`config.mk`:
```
export PLATFORM = sky130hd
export DESIGN_NAME = piso_serializer
export DESIGN_NICKNAME = d
export VERILOG_FILES = /design/src/rtl/serdes_pkg.sv /design/src/rtl/piso_serializer_tx_bit_counter.sv /design/src/rtl/piso_serializer.sv
export SDC_FILE = /design/constraint.sdc
export NUM_CORES = 1
export LEC_CHECK = 0
export BUFFER_PORTS_ARGS = -buffer_cell sky130_fd_sc_hd__buf_2
export CAP_MARGIN = 10
export CORE_AREA = 2 2 39 41
export CTS_BUF_LIST = sky130_fd_sc_hd__clkbuf_2 sky130_fd_sc_hd__clkbuf_4 sky130_fd_sc_hd__clkbuf_8
export DETAILED_ROUTE_END_ITERATION = 6
export DIE_AREA = 0 0 41 43
export PLACE_DENSITY = 0.56
export SLEW_MARGIN = 20
export SYNTH_ARGS = -nofsm -noshare
export SYNTH_HDL_FRONTEND = slang
export SYNTH_SLANG_ARGS = --single-unit
```
`constraint.sdc`:
```
create_clock -name clk -period 2.2 [get_ports clk]
set_input_delay 0.22 -clock clk [delete_from_list [all_inputs] [get_ports clk]]
set_output_delay 0.22 -clock clk [all_outputs]
set_load 0.05 [all_outputs]
```
`src/rtl/serdes_pkg.sv`:
```
// ---------------------------------------------------------------------------
// serdes_pkg
// Shared definitions for the serial link stages (PISO transmitter and the
// matching SIPO receiver): frame state encoding and the default word width.
// ---------------------------------------------------------------------------
package serdes_pkg;

  // Default data word width of the serial link
  localparam int SERDES_WIDTH = 4;

  // Frame state encoding; ST_PAR is only reachable when parity is built in
  typedef enum logic [1:0] {
    ST_IDLE  = 2'd0,
    ST_SHIFT = 2'd1,
    ST_PAR   = 2'd2
  } serdes_state_t;

endpackage

```
`src/rtl/piso_serializer_tx_bit_counter.sv`:
```
// ---------------------------------------------------------------------------
// tx_bit_counter
// Modulo-WIDTH bit counter for the PISO transmitter. Counts 0..WIDTH-1 and
// flags the terminal count so the FSM knows the last data bit is on the line.
//
// Ports:
//   clk    in   rising-edge clock
//   reset  in   asynchronous active-high reset (counter -> 0)
//   i_clr  in   synchronous clear (has priority over i_en)
//   i_en   in   advance by one
//   o_tc   out  high while the count equals WIDTH-1
// ---------------------------------------------------------------------------
module tx_bit_counter
  import serdes_pkg::*;
#(
  parameter int WIDTH = SERDES_WIDTH
) (
  input  logic clk,
  input  logic reset,
  input  logic i_clr,
  input  logic i_en,
  output logic o_tc
);

  localparam int            CW   = $clog2(WIDTH);
  localparam logic [CW-1:0] LAST = CW'(WIDTH - 1);
  localparam logic [CW-1:0] ONE  = CW'(1);

  logic [CW-1:0] r_cnt;

  // Bit count register: clear on a new word, advance once per shifted bit
  always_ff @(posedge clk or posedge reset) begin
    if (reset) begin
      r_cnt <= '0;
    end else if (i_clr) begin
      r_cnt <= '0;
    end else if (i_en) begin
      if (o_tc) begin
        r_cnt <= '0;
      end else begin
        r_cnt <= r_cnt + ONE;
      end
    end
  end

  assign o_tc = (r_cnt == LAST);

endmodule

```
`src/rtl/piso_serializer.sv`:
```
// ---------------------------------------------------------------------------
// piso_serializer
// Parallel-in serial-out transmitter. A WIDTH-bit word is taken over a
// valid/ready handshake and sent LSB-first on d_out, one bit per clock, so a
// downstream LSB-first SIPO on the same clock holds the word while word_done
// is high. Back-to-back words are sent without an idle gap.
//
// Build option:
//   PISO_PARITY_EN  appends one even-parity bit (XOR of the word) per frame
//
// Ports:
//   clk        in   rising-edge clock
//   reset      in   asynchronous active-high reset
//   in_data    in   [WIDTH] parallel word, sampled only on the handshake edge
//   in_valid   in   in_data is valid
//   in_ready   out  combinational; accept when in_valid && in_ready
//   d_out      out  registered serial data, 0 when idle
//   busy       out  registered; high while d_out carries a frame bit
//   word_done  out  registered one-cycle end-of-word pulse
// ---------------------------------------------------------------------------
module piso_serializer
  import serdes_pkg::*;
#(
  parameter int WIDTH = SERDES_WIDTH
) (
  input  logic             clk,
  input  logic             reset,
  input  logic [WIDTH-1:0] in_data,
  input  logic             in_valid,
  output logic             in_ready,
  output logic             d_out,
  output logic             busy,
  output logic             word_done
);

  serdes_state_t    r_state;
  serdes_state_t    w_state_nxt;
  logic [WIDTH-1:0] r_shift;
  logic [WIDTH-1:0] w_shift_nxt;
  logic             r_dout;
  logic             r_busy;
  logic             r_done;
  logic             w_dout_nxt;
  logic             w_busy_nxt;
  logic             w_done_nxt;
  logic             w_in_ready;
  logic             w_hs;
  logic             w_tc;

`ifdef PISO_PARITY_EN
  logic r_par;

  // Even parity: data plus this bit carries an even number of ones
  function automatic logic even_parity(input logic [WIDTH-1:0] word);
    even_parity = ^word;
  endfunction
`endif

  tx_bit_counter #(
    .WIDTH (WIDTH)
  ) u_bit_counter (
    .clk   (clk),
    .reset (reset),
    .i_clr (w_hs),
    .i_en  (r_state == ST_SHIFT),
    .o_tc  (w_tc)
  );

  // Ready: idle, or the slot where the next word can follow with no gap
  always_comb begin
    w_in_ready = 1'b0;
    case (r_state)
      ST_IDLE: w_in_ready = 1'b1;
`ifdef PISO_PARITY_EN
      ST_SHIFT: w_in_ready = 1'b0;
      ST_PAR:   w_in_ready = 1'b1;
`else
      ST_SHIFT: w_in_ready = w_tc;
`endif
      default: w_in_ready = 1'b0;
    endcase
  end

  assign w_hs = in_valid && w_in_ready;

  // Frame state register
  always_ff @(posedge clk or posedge reset) begin
    if (reset) begin
      r_state <= ST_IDLE;
    end else begin
      r_state <= w_state_nxt;
    end
  end

  // Next-state logic
  always_comb begin
    w_state_nxt = r_state;
    case (r_state)
      ST_IDLE: begin
        if (w_hs) w_state_nxt = ST_SHIFT;
        else      w_state_nxt = ST_IDLE;
      end
      ST_SHIFT: begin
        if (w_tc) begin
`ifdef PISO_PARITY_EN
          w_state_nxt = ST_PAR;
`else
          if (w_hs) w_state_nxt = ST_SHIFT;
          else      w_state_nxt = ST_IDLE;
`endif
        end else begin
          w_state_nxt = ST_SHIFT;
        end
      end
`ifdef PISO_PARITY_EN
      ST_PAR: begin
        if (w_hs) w_state_nxt = ST_SHIFT;
        else      w_state_nxt = ST_IDLE;
      end
`endif
      default: w_state_nxt = ST_IDLE;
    endcase
  end

  // Datapath and next output values; outputs follow the state being entered
  always_comb begin
    w_shift_nxt = r_shift;
    if (w_hs) begin
      w_shift_nxt = in_data;
    end else if (r_state == ST_SHIFT) begin
      w_shift_nxt = {1'b0, r_shift[WIDTH-1:1]};
    end else begin
      w_shift_nxt = r_shift;
    end

    w_busy_nxt = (w_state_nxt != ST_IDLE);
    // Last data bit is on the line now; the pulse lands in the next cycle
    w_done_nxt = (r_state == ST_SHIFT) && w_tc;

    w_dout_nxt = 1'b0;
    if (w_state_nxt == ST_SHIFT) begin
      w_dout_nxt = w_shift_nxt[0];
`ifdef PISO_PARITY_EN
    end else if (w_state_nxt == ST_PAR) begin
      w_dout_nxt = r_par;
`endif
    end else begin
      w_dout_nxt = 1'b0;
    end
  end

  // Shift register (and parity of the captured word)
  always_ff @(posedge clk or posedge reset) begin
    if (reset) begin
      r_shift <= '0;
`ifdef PISO_PARITY_EN
      r_par   <= 1'b0;
`endif
    end else begin
      r_shift <= w_shift_nxt;
`ifdef PISO_PARITY_EN
      if (w_hs) r_par <= even_parity(in_data);
`endif
    end
  end

  // Registered outputs
  always_ff @(posedge clk or posedge reset) begin
    if (reset) begin
      r_dout <= 1'b0;
      r_busy <= 1'b0;
      r_done <= 1'b0;
    end else begin
      r_dout <= w_dout_nxt;
      r_busy <= w_busy_nxt;
      r_done <= w_done_nxt;
    end
  end

  assign in_ready  = w_in_ready;
  assign d_out     = r_dout;
  assign busy      = r_busy;
  assign word_done = r_done;

endmodule

```
==> flow_summary_export.csv <==
group,metric,value,unit
clocking,clock_sinks,8,
sta,final_hold_viol_count,0,
finish,instances_no_fill,61,
place,place_congestion,0.648,
sta,max_freq,612,MHz
sta,tightest_slew,0.305,ns
clocking,insertion_delay,0.26,ns
clocking,cts_tree,"yes",
sta,min_period,1.63,ns
setup_path,critPathLaunch,"u_bit_counter.r_cnt[0]$_DFFE_PP0P_",
setup_path,r2r_end,"d_out$_DFF_PP0_",
finish,multi_input_area,145,um^2
sta,period_share,74.3,%
pwr,peakVddDrop,0.437,mV
clocking,cts_made_buffers,3,
floorplan,die_x,41,um
place,dp_hpwl,484,um
yosys,syn_inst,33,
global_routing,globalRouteTotalUtil,10.6,%
setup_path,r2r_slack,0.82,ns
setup_path,crit_type,"reg2out",
drt,routed_wl,706,um
drt,vias,284,
yosys,ys_seq_area_share,53.9,%
floorplan,dieHeight,43,um
global_routing,grt_pass1_vias,256,
setup_path,cpMaxStageDelayCell,"dfrtp_1",
setup_path,r2r-start,"u_bit_counter.r_cnt[0]$_DFFE_PP0P_",
floorplan,io_pins,11,
clocking,clk_path_buf_depth,2,
drt,vias_per_cell,4.66,
setup_path,reg2reg_depth,4,
global_routing,grt_max_degree,10,
global_routing,overflow,0,
sta,relSlewSlack,79.7,%
floorplan,design.core.area,1380,um^2
global_routing,antenna_found_initial,0,
floorplan,dieArea,1760,um^2
place,portBuffers,10,
run,max_cap_violations,0,
sta,whs,0.212,ns
yosys,synth_nets,41,
floorplan,initial_core_util,26.9,%
place,place_inst,57,
sta,setup_viol,0,
clocking,cts.reportedPaths.clkPinSlew,0.06,ns
sta,tns,0,ns
setup_path,path_cells,"ha_1 -> nand2b_2 -> buf_2",
finish,final_nets,55,
setup_path,cpPeakStageDelay,0.40,ns
clocking,cts_max_level,1,
yosys,synth_area,372,um^2
pwr,power.density,1550,nW/um^2
yosys,ys_ff_latch,8,
drt,dr.pass1.iters,3,
setup_path,cp-start-kind,"register",
finish,syn_to_final_growth,23.6,%
setup_path,cp.arrival,1.41,ns
setup_path,endpoint_kind,"output pin",
drt,drc_errors,0,
finish,final_area,459,um^2
floorplan,rows,14,
pwr,power_leakage,0.000235,uW
drt,initialDrtViolationCount,4,
setup_path,setup.worst_path.end,"in_ready",
sta,rsz0062_at_grt,"false",
finish,antenna_cells,0,
global_routing,grt_pass1_wl,1080,um
hold_path,hp-class,"in2reg",
finish,filler_cell_count,144,
drt,routedWlPerCell,11.6,um
finish,ff_latch_area,200,um^2
setup_path,cp.required,1.98,ns
yosys,ys.warnings.count,0,
drt,ant_nets,0,
setup_path,worstPathMaxFanout,9,
sta,fin_worst_skew,0.00393,ns
outcome,outcome,"complete, no violations",
place,postPlaceCellArea,427,um^2
sta,slew_violations,0,
yosys,synth_cell_types,20,
finish,drive_gt1_share,37.8,%
yosys,syn_avg_cell_area,11.3,um^2
clocking,root_buffer,"clkbuf_4",
-- metrics by stage --
step	util (%)	total power [uW]	setup slack, ns
2_1_floorplan	-	549	0.770
3_3_place_gp	30.8	591	0.870
3_5_place_dp	30.8	597	0.847
4_1_cts	33.2	718	0.557
5_1_grt	33.2	773	0.499
6_report	33.2	711	0.565
-- worst min path at each step --
stage                    start                endpoint  slack [ns]  cells after the start
floorplan                reset          busy$_DFF_PP0_        0.04                      1
global placement         reset         d_out$_DFF_PP0_        0.18                      2
detailed placement       reset          busy$_DFF_PP0_        0.18                      2
CTS                 in_data[3]  r_shift[3]$_DFFE_PP0P_        0.21                      2
global route        in_data[3]  r_shift[3]$_DFFE_PP0P_        0.22                      2
finish              in_data[3]  r_shift[3]$_DFFE_PP0P_        0.21                      2
-- critical path, delay by kind of cell (launching register included) --
kind	cells	cell delay, ns
DFF	1	0.40
and+or+nand+nor	1	0.26
buffers and inverters	1	0.25
adders and majority gates	1	0.24
-- metal layers --
layer  wire length, um  global-route usage, %  up-vias
met4                52                   16.0        0
met2               301                   12.5       10
met5                 0                      0        -
met1               304                   11.4      129
met3                48                   3.14        4
li1                  -                      -      141
-- sequential cells by signal (all words and copies together), names as in the netlist --
| register | count |
|---|---|
| u_bit_counter.r_cnt | 2 |
| d_out | 1 |
| busy | 1 |
| r_shift | 3 |
| word_done | 1 |
-- where the power goes --
part	internal (uW)	switching, uW
logic	121	224
registers	207	41.4
clock network	62.7	53.9
-- cells in the mapped netlist --
| cell type | number | area (um^2) |
|---|---|---|
| mux2_2 | 1 | 11.3 |
| clkbuf_1 | 1 | 3.75 |
| and2_2 | 1 | 7.51 |
| a21boi_0 | 1 | 7.51 |
| dfrtp_1 | 8 | 200 |
| o21bai_1 | 1 | 7.51 |
| a32oi_1 | 1 | 8.76 |
| and3_4 | 1 | 11.3 |
| ha_1 | 1 | 12.5 |
| or2b_1 | 1 | 7.51 |
| inv_1 | 3 | 11.3 |
| a31oi_1 | 1 | 6.26 |
| buf_6 | 1 | 11.3 |
| nor2_1 | 1 | 3.75 |
| mux2i_1 | 1 | 10.0 |
| a32o_1 | 1 | 10.0 |
| nand2_1 | 4 | 15.0 |
| o21ai_0 | 1 | 5.00 |
| o22ai_1 | 2 | 12.5 |
| nand2b_2 | 1 | 8.76 |
-- cell families after synthesis --
kind of cell / Yosys count / synth area share [%]
buf+inv: 5 / 7.07
compound gates: 8 / 15.5
fa+ha+maj: 1 / 3.37
simple gates: 9 / 14.5
flops: 8 / 53.9
mux: 2 / 5.72
-- cell type report --
cell class | count | share of cell area (%)
tap | 16 | 4.36
clock buffer | 3 | 4.90
inverter | 3 | 2.45
multi-input combinational | 20 | 31.6
sequential | 8 | 43.6
timing repair buffer | 11 | 13.1
-- what timing repair did --
| item | CTS | global route |
|---|---|---|
| gates resized for setup | 0 | 0 |
| buffers inserted | 0 | 0 |
| hold buffers | 1 | 0 |
| hold endpoints to repair | 8 | 0 |
-- placed cells by master, fill, tap and decap left out --
cell / count
inv_1: 3
dlygate4sd3_1: 1
mux2_2: 1
and3_4: 1
a32o_1: 1
o21bai_1: 1
a32oi_1: 1
clkbuf_4: 3
and2_2: 1
a31oi_1: 1
nand2b_2: 1
mux2i_1: 1
dfrtp_1: 8
a21boi_0: 1
o21ai_0: 1
buf_2: 10
ha_1: 1
nor2_1: 1
or2b_1: 1
o22ai_1: 2
nand2_1: 4
(Power assumes the default switching activity.)
